<file path="src/rtl/shift_rows_pipe.sv">
// shift_rows_pipe: registered AES/Rijndael ShiftRows/InvShiftRows stage with a 2-entry skid buffer.
// Ports: clk/rst_n (async active-low); in_valid/in_ready/in_inv/in_data = input beat;
//        out_valid/out_ready/out_data = shifted output beat; busy = any entry held;
//        blk_count = accepted beats modulo 2^CNT_W.
module shift_rows_pipe #(
    parameter int NB    = 4,
    parameter int CNT_W = 16
) (
    input  logic              clk,
    input  logic              rst_n,
    input  logic              in_valid,
    output logic              in_ready,
    input  logic              in_inv,
    input  logic [32*NB-1:0]  in_data,
    output logic              out_valid,
    input  logic              out_ready,
    output logic [32*NB-1:0]  out_data,
    output logic              busy,
    output logic [CNT_W-1:0]  blk_count
);
    localparam int W = 32 * NB;

    typedef enum logic [1:0] {EMPTY, ONE, FULL} state_t;

    function automatic int off(input int r);
        return r == 0 ? 0 : r == 1 ? 1 : r == 2 ? (NB == 8 ? 3 : 2) : (NB == 8 ? 4 : 3);
    endfunction

    if (!(NB == 4 || NB == 6 || NB == 8)) begin : g_bad_nb
        $error("shift_rows_pipe: NB must be 4, 6 or 8");
    end

    logic [W-1:0] shifted, main_q, skid_q;
    logic         rdy_q, acc, drn;
    state_t       state, state_nxt;

    // Each output byte is a fixed mux between its forward and inverse source byte.
    for (genvar c = 0; c < NB; c++) begin : g_col
        for (genvar r = 0; r < 4; r++) begin : g_row
            localparam int F = (c + off(r)) % NB;
            localparam int I = (c - off(r) + NB) % NB;
            assign shifted[W-1-8*(4*c+r) -: 8] = in_inv ? in_data[W-1-8*(4*I+r) -: 8]
                                                        : in_data[W-1-8*(4*F+r) -: 8];
        end
    end

    assign acc       = in_valid && rdy_q;
    assign drn       = out_valid && out_ready;
    assign in_ready  = rdy_q;
    assign out_valid = state != EMPTY;
    assign busy      = state != EMPTY;
    assign out_data  = main_q;

    always_comb begin
        state_nxt = state;
        state_nxt = state == EMPTY ? (acc ? ONE : EMPTY)
                  : state == ONE   ? (acc && !drn ? FULL : !acc && drn ? EMPTY : ONE)
                  :                  (drn ? ONE : FULL);
    end

    // in_ready comes from a register computed off the next state, so out_ready never reaches it combinationally.
    always_ff @(posedge clk or negedge rst_n) begin
        if (!rst_n) begin
            state <= EMPTY;
            rdy_q <= 1'b1;
        end else begin
            state <= state_nxt;
            rdy_q <= state_nxt != FULL;
        end
    end

    always_ff @(posedge clk or negedge rst_n) begin
        if (!rst_n) begin
            main_q    <= '0;
            skid_q    <= '0;
            blk_count <= '0;
        end else begin
            if (state == FULL ? drn : acc && (state == EMPTY || drn))
                main_q <= state == FULL ? skid_q : shifted;
            if (state == ONE && acc && !drn)
                skid_q <= shifted;
            if (acc)
                blk_count <= blk_count + CNT_W'(1);
        end
    end
endmodule

</file>
<file path="config.mk">
export PLATFORM = sky130hd
export DESIGN_NAME = shift_rows_pipe
export DESIGN_NICKNAME = d
export VERILOG_FILES = /design/src/rtl/shift_rows_pipe.sv
export SDC_FILE = /design/constraint.sdc
export NUM_CORES = 1
export LEC_CHECK = 0
export CORE_MARGIN = 1.5
export CORE_UTILIZATION = 25
export CTS_BUF_LIST = sky130_fd_sc_hd__clkbuf_4 sky130_fd_sc_hd__clkbuf_8 sky130_fd_sc_hd__clkbuf_16
export DETAILED_ROUTE_END_ITERATION = 10
export PLACE_DENSITY = 0.44
export SLEW_MARGIN = 20
export SYNTH_ARGS = -nofsm -noshare
export SYNTH_HDL_FRONTEND = slang
export SYNTH_SLANG_ARGS = --single-unit
</file>
<file path="constraint.sdc">
create_clock -name clk -period 1.78 [get_ports clk]
set_input_delay 0.178 -clock clk [delete_from_list [all_inputs] [get_ports clk]]
set_output_delay 0.178 -clock clk [all_outputs]
set_load 0.005 [all_outputs]
</file>
-- Yosys cells after proc, flatten, opt, wreduce, memory -nomap -nowiden
Index checks and enable logic that the tools add are counted.
- add/sub/neg operators: 1
- muxes and demuxes: 16
- reductions and logical operators: 12
- equal/unequal tests: 3
- operators by type and width (operator ; number):
    $mux W128 ; 1
    $mux W8 ; 8
    $add A16 B1 Y16 const B ; 1
    $mux W2 ; 4
    $logic_and A1 B1 Y1 ; 7
    $mux W1 ; 3
    $eq A2 B1 Y1 const B ; 1
    $eq A2 B2 Y1 const B ; 1
    $logic_not A1 Y1 ; 2
    $logic_not A2 Y1 ; 1
    $ne A2 B2 Y1 const B ; 1
    $reduce_bool A2 Y1 ; 1
    $logic_or A1 B1 Y1 ; 1
- word-level logic and storage cells: 37
- bits in registers: 275
- bits of input ports: 133
- output and inout bits: 147

-- Logic depth before layout (Yosys ltp)
- depth in word-level cells: 8
- mapped depth: 9

-- Worst setup path after synthesis
Ideal clock, no wire load.
- path type: register -> register
- start point: register rdy_q (netlist: in_ready)
- end point: register skid_q[89]
- data required time: 1655 ps
- library setup time: 125 ps
- arrival: 1572 ps
- path slack: 83 ps
- stages on the path, launching flop included: 8
- period minus slack after synthesis: 1697 ps
- cells stage by stage: dfstp_2 -> nand2_1 -> inv_2 -> nand3_1 -> buf_2 -> buf_6 -> buf_6 -> mux2_2
- word-level cells in the longest chain between the ends: 3
- RTL lines (element ; line ; text):
    start: declaration ; 34 ; logic rdy_q, acc, drn;
    start signal: assignment ; 65 ; rdy_q <= 1'b1;
    start signal: assignment ; 68 ; rdy_q <= state_nxt != FULL;
    $logic_and A1 B1 Y1 ; 47 ; assign acc = in_valid && rdy_q;
    named net acc ; 34 ;
    $logic_and A1 B1 Y1 (2 in series) ; 80 ; if (state == ONE && acc && !drn)
    end signal: assignment ; 81 ; skid_q <= shifted;
    end: declaration ; 33 ; logic [W-1:0] shifted, main_q, skid_q;
The timed path passes the listed nets, and every way through them passes these cells.
A chain may end at the register's enable or synchronous reset.

-- Worst setup path in the final report
- start point: register state[1]
- end point: output busy
- word-level cells in the longest chain between the ends: 1
- RTL lines (element ; line ; text):
    start: declaration ; 35 ; state_t state, state_nxt;
    start signal: assignment ; 67 ; state <= state_nxt;
    $reduce_bool A2 Y1 ; 51 ; assign busy = state != EMPTY;
    end: declaration ; 18 ; output logic busy,
No other way between the ends.

==> impl_results.rst <==
.. list-table::
   :header-rows: 1

   * - Metric
     - Value
   * - Switching Share
     - 31.3%
   * - Upper clock frequency limit
     - 0.583 GHz
   * - Sum Neg Setup Slack
     - 0 ns
   * - Maximum buffer depth of the clock tree
     - 3
   * - Mux contribution to synthesized area
     - 16.8%
   * - Vertical die dimension
     - about 220 um
   * - Main combinational cell family by area after synthesis
     - multiplexers
   * - Pin count of the biggest net entering global routing
     - 57
   * - Slew HR
     - between 70% and 80%
   * - Via count of the first global-routing pass
     - 9335
   * - Inst Count DP
     - about 2000
   * - Unrepaired setup endpoints after global routing
     - no
   * - Critical path launch point type
     - flip-flop
   * - Number of buffers added by the clock tree synthesis step
     - 35
   * - Number of pins with negative max-slew slack in the final report
     - 0
   * - Cell internal power dissipation
     - 19.1 mW
   * - Maximum level of the CTS H-tree
     - 2
   * - DRC errors left
     - 0
   * - HPWL Detailed
     - approximately 25 mm
   * - Setup ws final
     - about 0.065 ns
   * - Post-layout nets
     - ~1600
   * - Transition time at the pin with the least slew margin
     - roughly 0.39 ns
   * - # clock sinks
     - about 280
   * - First-pass GRT wire length
     - between 50 and 60 mm
   * - Flop and latch count out of synthesis
     - about 280
   * - Synth cell types
     - 29
   * - Num rows
     - a little under 80
   * - Grt total ovfl
     - 0
   * - Clock root buffer
     - sky130_fd_sc_hd__clkbuf_16
   * - Worst setup slack after placement
     - -0.0438 ns
   * - Setup Viol. Count Final
     - 0
   * - Max-cap violations
     - 0
   * - Layout-stage area growth over the synthesis result
     - 43.5%
   * - Final core area utilization
     - between 30% and 40%
   * - Fin area
     - between 15000 and 20000 sq um
   * - FF-to-FF setup slack
     - roughly 0.13 ns
   * - Sequential share of power
     - about two fifths
   * - Required time at the worst-slack endpoint
     - ~1.6 ns
   * - Crit Path Class
     - flip-flop to output pin
   * - Syn_area_per_cell
     - approximately 11 sq um
   * - Final min period
     - ~1.7 ns
   * - Final weighted congestion in routability-driven placement
     - between 0.7 and 0.8
   * - Run status
     - finished clean
   * - Share of synthesized cell area in and, or, nand and nor gates
     - under 10%
   * - Leakage dissipation
     - 7.53 nW
   * - Synthesized-area fraction occupied by xor and xnor cells
     - 1.10%
   * - Antenna violations before repair
     - 6
   * - Synth Area in Compound Gates
     - 11.1%
   * - Total length of routed wires
     - between 30 and 40 mm
   * - Placed cell areas
     - approximately 16000 sq um
   * - Starting Density
     - between 20% and 30%
   * - Clk slew on worst S/H paths
     - 0.06 ns
   * - Number of endpoints with negative hold slack in the final report
     - 0
   * - Mean routed wirelength per cell
     - 17.0 um
   * - Power share of the clock group
     - 25.8%
   * - Sw Pwr
     - about 8.7 mW
   * - Post-synthesis share of cell area spent on full adders, half adders and majority gates
     - less than 1%
   * - Port Buffer Count
     - ~280
   * - Synthesized area
     - about 12000 sq um
   * - I/O pin count
     - 280
   * - Synth Instances
     - about 1100
   * - Via/cell ratio
     - 4.36
   * - Areal power density over the cells
     - 1620 nW/um^2
   * - Ratio of cells with drive above 1 in the final layout
     - roughly 14%
   * - Synth Net Count
     - 1250
   * - Worst vdd rail ir drop
     - ~0.00059 V
   * - Worst Path Arrival
     - around 1.5 ns
   * - Worst Setup End Kind
     - output pin
   * - Worst Hold Slack
     - 0.109 ns
   * - Clock Latency Late Sink
     - around 0.54 ns
   * - Initial DRC count
     - about 400
   * - Via count
     - between 8000 and 9000
   * - Final non-filler cell total
     - about 2100
   * - Setup Skew
     - approximately 0.014 ns
   * - Die area
     - approximately 50000 sq um
   * - Overall power of the completed layout
     - ~28 mW
   * - TritonCTS clock tree
     - done
   * - X dimension of the die
     - about 220 um
   * - Number of synthesis warnings
     - 0
   * - Antenna viol nets, final
     - 0
   * - Worst-path fanout max
     - 3
   * - Number of search-and-repair iterations in the first detailed-routing pass
     - 4
   * - Gr usage total
     - between 10% and 20%
   * - Portion of the post-synthesis area used by sequential elements
     - 57.6%
   * - Ratio of final minimum period to clock period
     - just under 100%
   * - Portion of total power attributed to combinational logic
     - between 30% and 40%
   * - Number of fill cells
     - between 4000 and 5000
   * - Hold Crit Class
     - primary input to asynchronous set/reset pin
   * - Core area
     - between 40000 and 50000 sq um
## cell usage in the layout (no fill, tap or decap), types with 4 or more instances in the layout
cell	netlist	final
sky130_fd_sc_hd__buf_12	0	29
sky130_fd_sc_hd__buf_4	2	36
sky130_fd_sc_hd__clkbuf_16	0	35
sky130_fd_sc_hd__clkbuf_4	0	6
sky130_fd_sc_hd__clkbuf_8	0	8
sky130_fd_sc_hd__clkdlybuf4s50_1	0	273
sky130_fd_sc_hd__clkinv_2	0	6
sky130_fd_sc_hd__dfrtp_1	274	271
sky130_fd_sc_hd__dlygate4sd2_1	0	4
sky130_fd_sc_hd__mux2_2	64	64
sky130_fd_sc_hd__mux2i_1	128	128
sky130_fd_sc_hd__nand2_1	267	267
sky130_fd_sc_hd__nand4_1	7	7
sky130_fd_sc_hd__o21ai_0	235	235
sky130_fd_sc_hd__o21ai_1	22	22
sky130_fd_sc_hd__xnor2_1	14	14
## Yosys cell counts, drive strengths merged
cell | n | area [sq um]
and2 | 1 | 6.26
and2b | 1 | 7.51
and3 | 2 | 12.5
and4 | 3 | 26.3
and4bb | 1 | 12.5
buf | 48 | 299
clkbuf | 30 | 113
dfrtp | 274 | 6860
dfstp | 1 | 26.3
ha | 2 | 25.0
inv | 1 | 3.75
mux2 | 64 | 721
mux2i | 128 | 1280
nand2 | 267 | 1000
nand2b | 2 | 12.5
nand3 | 4 | 20.0
nand3b | 1 | 7.51
nand4 | 7 | 43.8
nor2 | 2 | 7.51
o21a | 2 | 15.0
o21ai | 257 | 1290
o22ai | 1 | 20.0
or2 | 1 | 6.26
xnor2 | 14 | 123
xor2 | 1 | 8.76
## final timing paths
check / from / endpoint / cells after the start
min: rst_n / out_data[39] / 2
max in group asynchronous: rst_n / skid_q[27] / 4
max reg2reg: in_ready / skid_q[19] / 6
min in group clk: in_inv / skid_q[70] / 4
min reg2reg: skid_q[7] / skid_q[7] / 2
max: state[1] / busy / 2
## routing by layer
metal  up-vias  global-route usage, %  share of wire, %
li1       4441                      -                 -
met1      4245                   18.1                44
met2       191                   24.0                48
met3        55                   3.80               5.5
met4        10                   5.04               2.6
met5         -                      0              0.20
## final cells by class
class	count	area [sq um]	share of cell area [%]
Antenna cell	2	5.00	0.0292
Clock buffer	49	1030	6.02
Clock inverter	14	140	0.818
Inverter	1	3.75	0.0219
Multi-Input combinational cell	761	4670	27.2
Sequential cell	275	6890	40.2
Tap cell	607	759	4.43
Timing Repair Buffer	344	3640	21.3
## critical path, cell delays in order (launching register included)
cell,delay (ns)
sky130_fd_sc_hd__dfrtp_2,0.40
sky130_fd_sc_hd__or2_2,0.33
sky130_fd_sc_hd__dlygate4sd2_1,0.28
## repair_timing
| action | CTS | global route |
|---|---|---|
| gates resized for setup | 6 | 2 |
| hold buffers | 1 | 0 |
| buffers inserted | 2 | 0 |
| hold endpoints to repair | 209 | 0 |
| setup endpoints to repair | 4 | 9 |
## flip-flops by register name (all words and copies together), names as in the netlist
name and count:
blk_count 16, state 2, skid_q 128, in_ready 1, out_data 128
## kinds of logic after synthesis
| kind of cell | Yosys count |
|---|---|
| adders and majority gates | 2 |
| buffers and inverters | 79 |
| and+or+nand+nor | 292 |
| muxes | 192 |
| xor gates and xnor gates | 15 |
| AOI/OAI and AO/OA | 260 |
| DFF | 275 |
## power groups by stage
stage	Sequential (mW)	Combinational, mW	Clock (mW)
global placement	10.8	10.1	0
finish	10.7	9.90	7.17
floorplan	10.6	4.54	0
CTS	10.8	10.2	7.47
global route	11.1	11.1	7.73
detailed placement	10.9	10.1	0
Power figures use the tool's default switching activity.
